### src/rtl/alu_seq.sv
// Registered ALU with valid/ready handshake and an optional iterative shift-add multiplier.
// Latency: 1 edge for single-cycle ops; MUL raises out_valid WIDTH+1 edges after the accept edge.
// Backpressure: result and flags are held in DONE until out_ready; in_ready is high only in IDLE.
module alu_seq #(
  parameter int WIDTH  = 32,
  parameter int MUL_EN = 1
) (
  input  logic             clk,
  input  logic             rst_n,
  input  logic             in_valid,
  output logic             in_ready,
  input  logic [3:0]       op,
  input  logic [WIDTH-1:0] data_a,
  input  logic [WIDTH-1:0] data_b,
  output logic             out_valid,
  input  logic             out_ready,
  output logic [WIDTH-1:0] y,
  output logic             zero,
  output logic             negative,
  output logic             carry,
  output logic             overflow,
  output logic             illegal
);

  localparam int SHW   = $clog2(WIDTH);
  localparam int CNT_W = SHW + 1;
  localparam int MSB   = WIDTH - 1;

  localparam logic [3:0] OP_ADD   = 4'd0;
  localparam logic [3:0] OP_SUB   = 4'd1;
  localparam logic [3:0] OP_AND   = 4'd2;
  localparam logic [3:0] OP_OR    = 4'd3;
  localparam logic [3:0] OP_XOR   = 4'd4;
  localparam logic [3:0] OP_SLT   = 4'd5;
  localparam logic [3:0] OP_SLTU  = 4'd6;
  localparam logic [3:0] OP_SLL   = 4'd7;
  localparam logic [3:0] OP_SRL   = 4'd8;
  localparam logic [3:0] OP_SRA   = 4'd9;
  localparam logic [3:0] OP_PASSA = 4'd10;
  localparam logic [3:0] OP_MUL   = 4'd11;

  typedef enum logic [1:0] {S_IDLE, S_BUSY, S_DONE} state_t;

  state_t             r_state;
  state_t             w_state_nxt;
  logic [WIDTH-1:0]   r_y;
  logic               r_zero;
  logic               r_neg;
  logic               r_carry;
  logic               r_ovf;
  logic               r_illegal;
  logic [WIDTH-1:0]   r_mcand;
  logic [WIDTH-1:0]   r_mplier;
  logic [WIDTH-1:0]   r_acc;
  logic [CNT_W-1:0]   r_cnt;

  logic [SHW-1:0]     w_sh;
  logic [WIDTH:0]     w_sum;
  logic [WIDTH:0]     w_dif;
  logic [WIDTH-1:0]   w_res;
  logic               w_carry;
  logic               w_ovf;
  logic               w_illegal;
  logic               w_is_mul;
  logic               w_mul_last;

  assign w_sh       = data_b[SHW-1:0];
  assign w_sum      = {1'b0, data_a} + {1'b0, data_b};
  assign w_dif      = {1'b0, data_a} - {1'b0, data_b};
  assign w_is_mul   = (op == OP_MUL) && (MUL_EN != 0);
  // The counter reaches WIDTH after the last add/shift step; that cycle only publishes acc.
  assign w_mul_last = (r_cnt == CNT_W'(WIDTH));

  assign in_ready  = (r_state == S_IDLE);
  assign out_valid = (r_state == S_DONE);
  assign y         = r_y;
  assign zero      = r_zero;
  assign negative  = r_neg;
  assign carry     = r_carry;
  assign overflow  = r_ovf;
  assign illegal   = r_illegal;

  // Single-cycle result and carry/overflow/illegal for the presented opcode.
  always_comb begin
    w_res     = '0;
    w_carry   = 1'b0;
    w_ovf     = 1'b0;
    w_illegal = 1'b0;
    case (op)
      OP_ADD: begin
        w_res   = w_sum[WIDTH-1:0];
        w_carry = w_sum[WIDTH];
        w_ovf   = (data_a[MSB] == data_b[MSB]) && (w_sum[MSB] != data_a[MSB]);
      end
      OP_SUB: begin
        w_res   = w_dif[WIDTH-1:0];
        w_carry = ~w_dif[WIDTH];  // no borrow means a >= b
        w_ovf   = (data_a[MSB] != data_b[MSB]) && (w_dif[MSB] != data_a[MSB]);
      end
      OP_AND:   w_res = data_a & data_b;
      OP_OR:    w_res = data_a | data_b;
      OP_XOR:   w_res = data_a ^ data_b;
      OP_SLT:   w_res = {{(WIDTH-1){1'b0}}, ($signed(data_a) < $signed(data_b))};
      OP_SLTU:  w_res = {{(WIDTH-1){1'b0}}, (data_a < data_b)};
      OP_SLL:   w_res = data_a << w_sh;
      OP_SRL:   w_res = data_a >> w_sh;
      OP_SRA:   w_res = $unsigned($signed(data_a) >>> w_sh);
      OP_PASSA: w_res = data_a;
      OP_MUL:   w_illegal = (MUL_EN == 0);  // with the multiplier built this path is never captured
      default:  w_illegal = 1'b1;
    endcase
  end

  // Next-state logic: accept only in IDLE, iterate in BUSY, hold in DONE until consumed.
  always_comb begin
    w_state_nxt = r_state;
    case (r_state)
      S_IDLE: if (in_valid) w_state_nxt = w_is_mul ? S_BUSY : S_DONE;
      S_BUSY: if (w_mul_last) w_state_nxt = S_DONE;
      S_DONE: if (out_ready) w_state_nxt = S_IDLE;
      default: w_state_nxt = S_IDLE;
    endcase
  end

  // State register.
  always_ff @(posedge clk or negedge rst_n) begin
    if (!rst_n) r_state <= S_IDLE;
    else        r_state <= w_state_nxt;
  end

  // Result/flag registers and the shift-add multiplier datapath.
  always_ff @(posedge clk or negedge rst_n) begin
    if (!rst_n) begin
      r_y       <= '0;
      r_zero    <= 1'b0;
      r_neg     <= 1'b0;
      r_carry   <= 1'b0;
      r_ovf     <= 1'b0;
      r_illegal <= 1'b0;
      r_mcand   <= '0;
      r_mplier  <= '0;
      r_acc     <= '0;
      r_cnt     <= '0;
    end else begin
      case (r_state)
        S_IDLE: begin
          if (in_valid) begin
            if (w_is_mul) begin
              r_mcand  <= data_a;
              r_mplier <= data_b;
              r_acc    <= '0;
              r_cnt    <= '0;
            end else begin
              r_y       <= w_res;
              r_zero    <= (w_res == '0);
              r_neg     <= w_res[MSB];
              r_carry   <= w_carry;
              r_ovf     <= w_ovf;
              r_illegal <= w_illegal;
            end
          end
        end
        S_BUSY: begin
          if (w_mul_last) begin
            r_y       <= r_acc;
            r_zero    <= (r_acc == '0);
            r_neg     <= r_acc[MSB];
            r_carry   <= 1'b0;
            r_ovf     <= 1'b0;
            r_illegal <= 1'b0;
          end else begin
            if (r_mplier[0]) r_acc <= r_acc + r_mcand;
            r_mcand  <= r_mcand << 1;
            r_mplier <= r_mplier >> 1;
            r_cnt    <= r_cnt + 1'b1;
          end
        end
        default: ;
      endcase
    end
  end

endmodule

### config.mk
export PLATFORM = sky130hd
export DESIGN_NAME = alu_seq
export DESIGN_NICKNAME = d
export VERILOG_FILES = /design/src/rtl/alu_seq.sv
export SDC_FILE = /design/constraint.sdc
export NUM_CORES = 1
export LEC_CHECK = 0
export BUFFER_PORTS_ARGS = -buffer_cell sky130_fd_sc_hd__buf_2
export CORE_MARGIN = 2
export CORE_UTILIZATION = 34
export CTS_CLUSTER_DIAMETER = 50
export DETAILED_ROUTE_END_ITERATION = 12
export SYNTH_ARGS = -nofsm -noshare
export SYNTH_HDL_FRONTEND = slang
export SYNTH_SLANG_ARGS = --single-unit
### constraint.sdc
create_clock -name clk -period 9.18 [get_ports clk]
set_clock_uncertainty 0.05 [all_clocks]
set_input_delay 0.459 -clock clk [delete_from_list [all_inputs] [get_ports clk]]
set_output_delay 0.459 -clock clk [all_outputs]
set_load 0.03 [all_outputs]
==> results of run 1 <==
Yosys cell counts (12+ instances only):
cell type  count
a211oi_1      24
a21o_1        31
a21oi_1      138
a221oi_1      35
a22oi_1       18
a31oi_1       81
and3_1        14
buf_2         24
clkbuf_1     144
dfrtp_1      140
ha_1         138
inv_1        108
mux2_2        40
mux2i_1       76
mux4_2        40
nand2_1      342
nand2b_1      21
nand3_1       44
nand4_1       13
nor2_1       223
nor2b_1       17
nor3_1        53
nor4_1        24
o2111ai_1     12
o211ai_1      23
o21a_1        15
o21ai_0      162
o21bai_1      13
o221ai_1      12
o22ai_1       32
o31ai_1       19
xnor2_1       24
xor2_1        14
area by class of cell:
| class | count | share of cell area, % |
|---|---|---|
| multi-input combinational | 1883 | 67.4 |
| sequential | 140 | 18.4 |
| tap | 680 | 4.46 |
| timing repair buffer | 148 | 4.44 |
| clock buffer | 22 | 2.54 |
| inverter | 110 | 2.17 |
| clock inverter | 10 | 0.591 |
report_power, final:
group	internal, mW	switching (mW)	total, mW
sequential	0.891	0.269	1.16
clock	0.427	0.284	0.711
combinational	0.814	1.36	2.17
state kept, by name, summed over array words and instances, names as in the netlist:
name,flops
y,32
r_cnt,6
overflow,1
r_acc,32
r_state,2
r_mplier,32
illegal,1
carry,1
zero,1
r_mcand,32
worst max path at each step:
stage | start | endpoint | slack (ns) | cells after the start
final | data_b[0] | zero | 3.76 | 14
after global routing | data_b[0] | zero | 3.55 | 14
after CTS | data_b[0] | zero | 4.01 | 14
after detailed placement | data_b[0] | zero | 3.54 | 14
after global placement | data_b[0] | zero | 3.16 | 13
after floorplan | data_b[3] | zero | 4.30 | 19
cell families after synthesis:
family / synth area share [%]
compound gates: 28.1
xor+xnor: 1.90
fa+ha+maj: 10.2
buf+inv: 7.00
flops: 20.0
mux: 12.2
simple gates: 20.6
worst max-delay path, cell delays in order:
cell,delay [ns]
buf_4,0.44
buf_4,0.85
mux2_2,0.45
mux4_2,0.51
a21oi_1,0.17
nor2_1,0.06
o22a_1,0.24
nor4b_1,1.10
nand4_1,0.19
nor3_1,0.26
nand4_1,0.17
nor4_1,0.41
nand4_1,0.17
o31ai_2,0.19
per-layer routing:
metal | vias to the layer above | part of all wire (%) | global-route usage [%] | wire length (um)
met3 | 226 | 9.7 | 6.77 | 8290
met5 | - | 0 | 0 | 0
met1 | 9478 | 42 | 43.0 | 36200
met2 | 1223 | 42 | 46.5 | 36100
met4 | 0 | 6.1 | 17.5 | 5230
li1 | 8481 | - | - | -
stage by stage:
stage / hold WS (ns) / cell area [um^2] / std cells
after floorplan: 0.113 / 17500 / 2324
after global placement: 0.407 / 18500 / 2960
after detailed placement: 0.409 / 18500 / 2961
after CTS: 0.0167 / 19100 / 2993
after global routing: 0.0481 / 19100 / 2993
final: -0.0131 / 19100 / 2993
==> impl_metrics.py, run 1 <==
metrics = {
    "power_and_ir_drop": {
        "p_per_area_nw_per_um2": 212,
        "irDropWorstVdd_uv": 127,
        "p_leak_nw": 8.33,
        "p_total_mw": 4.04,
    },
    "synthesis": {
        "yosys.cell_types.count": 90,
        "syn_nets": 2537,
        "yosys_warnings": 0,
        "synthFlopType": "dfrtp_1",
        "synth_enable_flop_cells": 0,
        "yosys_register_bits": 140,
        "syn_inst": 2324,
        "synthArstFlopShare_pct": 100,
        "synth_top_cells_by_area": "dfrtp_1, ha_1, nand2_1, mux4_2, nor2_1",
        "synth_area_um2": 17500,
        "synth_seq_area_share_pct": 20.0,
        "yosysTopAreaCell": "dfrtp_1",
        "yosys.area.top_type_share_pct": 20.0,
        "avgSynthCellArea_um2": 7.53,
    },
    "floorplan": {
        "core-area_um2": 51100,
        "initial_core_util_pct": 34.2,
        "row_count": 83,
        "die-area_um2": 53300,
        "die_w_um": 231,
        "die_y_um": 231,
        "io_pins": 111,
    },
    "critical_path": {
        "ff2ff_path_depth": 12,
        "critPathLaunchType": "input port",
        "worstSetupPathType": "input port to register",
        "reg2reg_slack_ns": 4.89,
        "r2r_start": "r_state[0]",
        "crit_fanout": 64,
        "cp.arrival_ns": 5.73,
        "timing.rr.end": "zero",
        "required_ns": 9.49,
        "end_kind": "register",
    },
    "clock_network": {
        "cts_setup_buffers": 0,
        "clkLatencyLatePin_ns": 0.45,
        "post_cts_resized": 0,
        "tritoncts": "yes",
        "cts-root-buf": "clkbuf_16",
        "clkSlewWorstSetupHoldPaths_ns": 0.06,
        "holdBufCountCts": 0,
        "clock_sinks": 140,
        "numCtsBuffers": 17,
        "cts.path.max_buffers": 2,
        "htree_levels": 4,
    },
    "detailed_routing": {
        "wirelength_mm": 85.9,
        "vias_per_cell": 6.48,
        "drt_iter0_drc": 2345,
        "dr_total_vias": 19400,
        "drt.antenna.violating_nets": 0,
        "drt-pass1-iter-count": 6,
        "wire_per_inst_um": 28.7,
        "route.detailed.drc": 0,
    },
    "final_layout": {
        "final_cell_mix": "nand2_1, nor2_1, o21ai_0",
        "final_common_cell": "nand2_1",
        "fillers": 5380,
        "num_antenna_cells": 0,
        "seqCellArea_um2": 3500,
        "drive_gt1_share_pct": 12.9,
        "nNetsFinal": 2513,
        "area_growth_syn_to_layout_pct": 9.00,
        "multi_input_area_um2": 12900,
        "fin_util_pct": 37.3,
    },
    "global_route": {
        "grtUsageTotal_pct": 31.7,
        "gr-total-overflow": 0,
        "grt_max_degree": 84,
        "antenna_found_initial": 0,
        "grt_pass1_wl_mm": 125,
        "grt_pass1_vias": 18300,
    },
    "placed_design": {
        "gp_congestion": 1.04,
        "dpl_worst_slack_ns": 3.54,
        "port_buffers": 110,
        "dp_hpwl_mm": 63.9,
    },
    "timing": {
        "clock.fmax_mhz": 185,
        "worstMarginPinSlew_ns": 1.31,
        "setup_viol": 0,
        "slew_viol_final": 0,
        "fin_crit_sh_pct": 59.0,
        "rsz0062_at_grt": "no",
        "period_needed_ns": 5.42,
        "fin_setup_tns_ns": 0,
        "relSlewSlack_pct": 11.6,
        "worst_slack_ns": 3.76,
        "hold_viol": 11,
        "whs_ns": -0.0131,
    },
    "outcome": {
        "outcome": "finished with violations",
        "violations": "negative hold slack",
    },
    "run": {
        "maxCapViolCount": 0,
    },
    "worst_hold_path": {
        "min_path_type": "input port to async pin",
    },
}
No activity file was read; power rests on OpenSTA's default activity.
==> run 2: changes to the inputs <==
--- a/config.mk
+++ b/config.mk
@@ -5,6 +5,7 @@
 export SDC_FILE = /design/constraint.sdc
 export NUM_CORES = 1
 export LEC_CHECK = 0
+export ABC_AREA = 1
 export BUFFER_PORTS_ARGS = -buffer_cell sky130_fd_sc_hd__buf_2
 export CORE_MARGIN = 2
 export CORE_UTILIZATION = 34
==> constraint.sdc (replaced) <==
create_clock -name clk -period 4.5 [get_ports clk]
set_clock_uncertainty 0.05 [all_clocks]
set_input_delay 0.225 -clock clk [delete_from_list [all_inputs] [get_ports clk]]
set_output_delay 0.225 -clock clk [all_outputs]
set_load 0.03 [all_outputs]
==> run 2 against run 1 <==
Net effect:
- the run now ends clean
- routed wire length shrank 3.5%
- clock-buffer cell count is 5 lower
- combinational power rose by 120%
- clock power grew 100%
- critical endpoint is now r_acc[3]
- sequential power increased by 85%
- synthesized area rose by 6.0%
==> impl_metrics.py, run 2 <==
metrics = {
    "outcome": {
        "outcome": "completed",
    },
    "global_route": {
        "met1_usage_pct": 40.1,
        "grt_pass1_wl_mm": 123,
        "gr-usage-met3_pct": 5.82,
        "gr-max-usage-layer": "met2",
        "grt_pass1_vias": 19800,
        "antenna_found_initial": 3,
        "gr-total-overflow": 0,
        "grt_util_met2_pct": 41.5,
        "grt_max_degree": 160,
        "grtUsageTotal_pct": 28.9,
    },
    "clock_network": {
        "clock_sinks": 140,
        "cts-root-buf": "clkbuf_16",
        "htree_levels": 4,
        "numCtsBuffers": 17,
        "clkSlewWorstSetupHoldPaths_ns": 0.07,
        "tritoncts": "yes",
        "holdBufCountCts": 10,
        "cts.path.max_buffers": 2,
        "cts_setup_buffers": 0,
        "clkLatencyLatePin_ns": 0.47,
        "post_cts_resized": 0,
    },
    "synthesis": {
        "yosysTopAreaCell": "nand2_1",
        "synth_seq_area_share_pct": 18.9,
        "syn_nets": 3468,
        "syn_inst": 3255,
        "yosys.area.top_type_share_pct": 20.0,
        "yosysMostFrequentCell": "nand2_1",
        "synth_top_cells_by_area": "nand2_1, dfrtp_1, nand3_1, ha_1, inv_1",
        "synth_enable_flop_cells": 0,
        "synthArstFlopShare_pct": 100,
        "yosys.cell_types.count": 53,
        "yosys_warnings": 0,
        "avgSynthCellArea_um2": 5.70,
        "synthFlopType": "dfrtp_1",
        "synth_area_um2": 18600,
        "synthTopCellsByCount": "nand2_1, inv_1, nand3_1",
        "yosys_register_bits": 140,
    },
    "floorplan": {
        "io_pins": 111,
        "row_count": 85,
        "initial_core_util_pct": 34.4,
        "die_y_um": 238,
        "core-area_um2": 53900,
        "die-area_um2": 56400,
        "die_w_um": 238,
    },
    "critical_path": {
        "worstSetupPathType": "register to register",
        "required_ns": 4.78,
        "end_kind": "register",
        "critPathLaunchType": "register",
        "crit_fanout": 159,
        "cp.arrival_ns": 3.65,
    },
    "placed_design": {
        "gp_congestion": 1.07,
        "dp_hpwl_mm": 65.1,
        "port_buffers": 110,
    },
    "final_layout": {
        "fin_util_pct": 37.4,
        "final_cell_mix": "nand2_1, inv_1, nand3_1",
        "final_common_cell": "nand2_1",
        "area_growth_syn_to_layout_pct": 8.72,
        "nNetsFinal": 3490,
        "drive_gt1_share_pct": 6.69,
    },
    "detailed_routing": {
        "vias_per_cell": 5.57,
        "wire_per_inst_um": 20.8,
        "drt-pass1-iter-count": 6,
        "drt_iter0_drc": 3065,
        "route.detailed.drc": 0,
        "dr_total_vias": 22200,
        "drt.antenna.violating_nets": 0,
        "wirelength_mm": 82.9,
    },
    "timing": {
        "whs_ns": 0.0186,
        "slew_viol_final": 0,
        "worstMarginPinSlew_ns": 0.985,
        "setup_viol": 0,
        "fin_setup_tns_ns": 0,
        "clock.fmax_mhz": 297,
        "fin_crit_sh_pct": 74.9,
        "relSlewSlack_pct": 34.2,
        "hold_viol": 0,
        "rsz0062_at_grt": "no",
        "period_needed_ns": 3.37,
    },
    "worst_hold_path": {
        "min_path_type": "input port to register",
    },
    "power_and_ir_drop": {
        "p_leak_nw": 10.7,
        "p_total_mw": 8.32,
        "p_per_area_nw_per_um2": 413,
        "irDropWorstVdd_uv": 520,
    },
    "run": {
        "maxCapViolCount": 0,
    },
}
[run 2: changes by cell type after synthesis, sizes merged, moves of 35 or more]
cell	change
inv	+330
a221oi	-35
nand3	+382
mux2i	-76
clkbuf	-84
buf	+36
a31oi	-70
o21ai	+54
nand2	+660
mux2	-41
o211ai	+57
nor2	+93
mux4	-40
[run 2: cell families after synthesis]
family	share of synthesized area, %
simple gates	41.4
xor+xnor	0.567
buf+inv	12.7
flops	18.9
compound gates	16.8
fa+ha+maj	9.63
[run 2: metal layers]
| layer | share of wire (%) | wire [um] |
|---|---|---|
| met1 | 43 | 36000 |
| met2 | 41 | 33700 |
| met3 | 10 | 8320 |
| met4 | 5.8 | 4830 |
| met5 | 0 | 0 |
[run 2: critical path: stages (launching register included)]
cell and delay [ns]:
dfrtp_1 0.67, inv_2 0.26, nor2_4 0.18, buf_12 0.52
nand2_1 0.11, nand3_1 0.27, inv_4 0.17, o21ai_2 0.08
buf_4 0.32, inv_1 0.33, o211ai_1 0.16, o21ai_0 0.10
[run 2: path summary, 6_finish.rpt]
check / start / end / slack [ns] / depth (start not counted)
min: data_b[19] / r_mplier[19] / 0.02 / 3
max in group asynchronous: rst_n / y[27] / 3.04 / 3
min reg2reg: r_cnt[5] / r_cnt[5] / 0.42 / 1
max: r_state[0] / r_acc[3] / 1.13 / 11
max reg2reg: r_state[0] / r_acc[3] / 1.13 / 11
min in group asynchronous: rst_n / r_mplier[18] / 0.31 / 2
[run 2: power breakdown]
part | switching (mW) | internal [mW] | leakage, nW | total, mW
Combinational | 3.40 | 1.35 | 8.69 | 4.75
Clock | 0.698 | 0.723 | 0.267 | 1.42
Sequential | 0.377 | 1.77 | 1.79 | 2.15
Total | 4.48 | 3.85 | 10.7 | 8.32
[run 2: cell type report]
type	count	area, um^2
fillers	6025	33800
inverters	440	1660
well taps	696	871
clock buffers	17	425
flip-flops and latches	140	3500
multi-input cells	2532	12700
clock inverters	15	128
repair buffers	146	865
diodes	3	7.51
[run 2: through the flow]
step	setup WS, ns	area [um^2]	instances
after floorplan	1.75	18600	3255
after global placement	1.05	19500	3944
after detailed placement	1.09	19500	3944
after CTS	1.13	20200	3986
after global routing	0.870	20200	3987
final	1.13	20200	3989
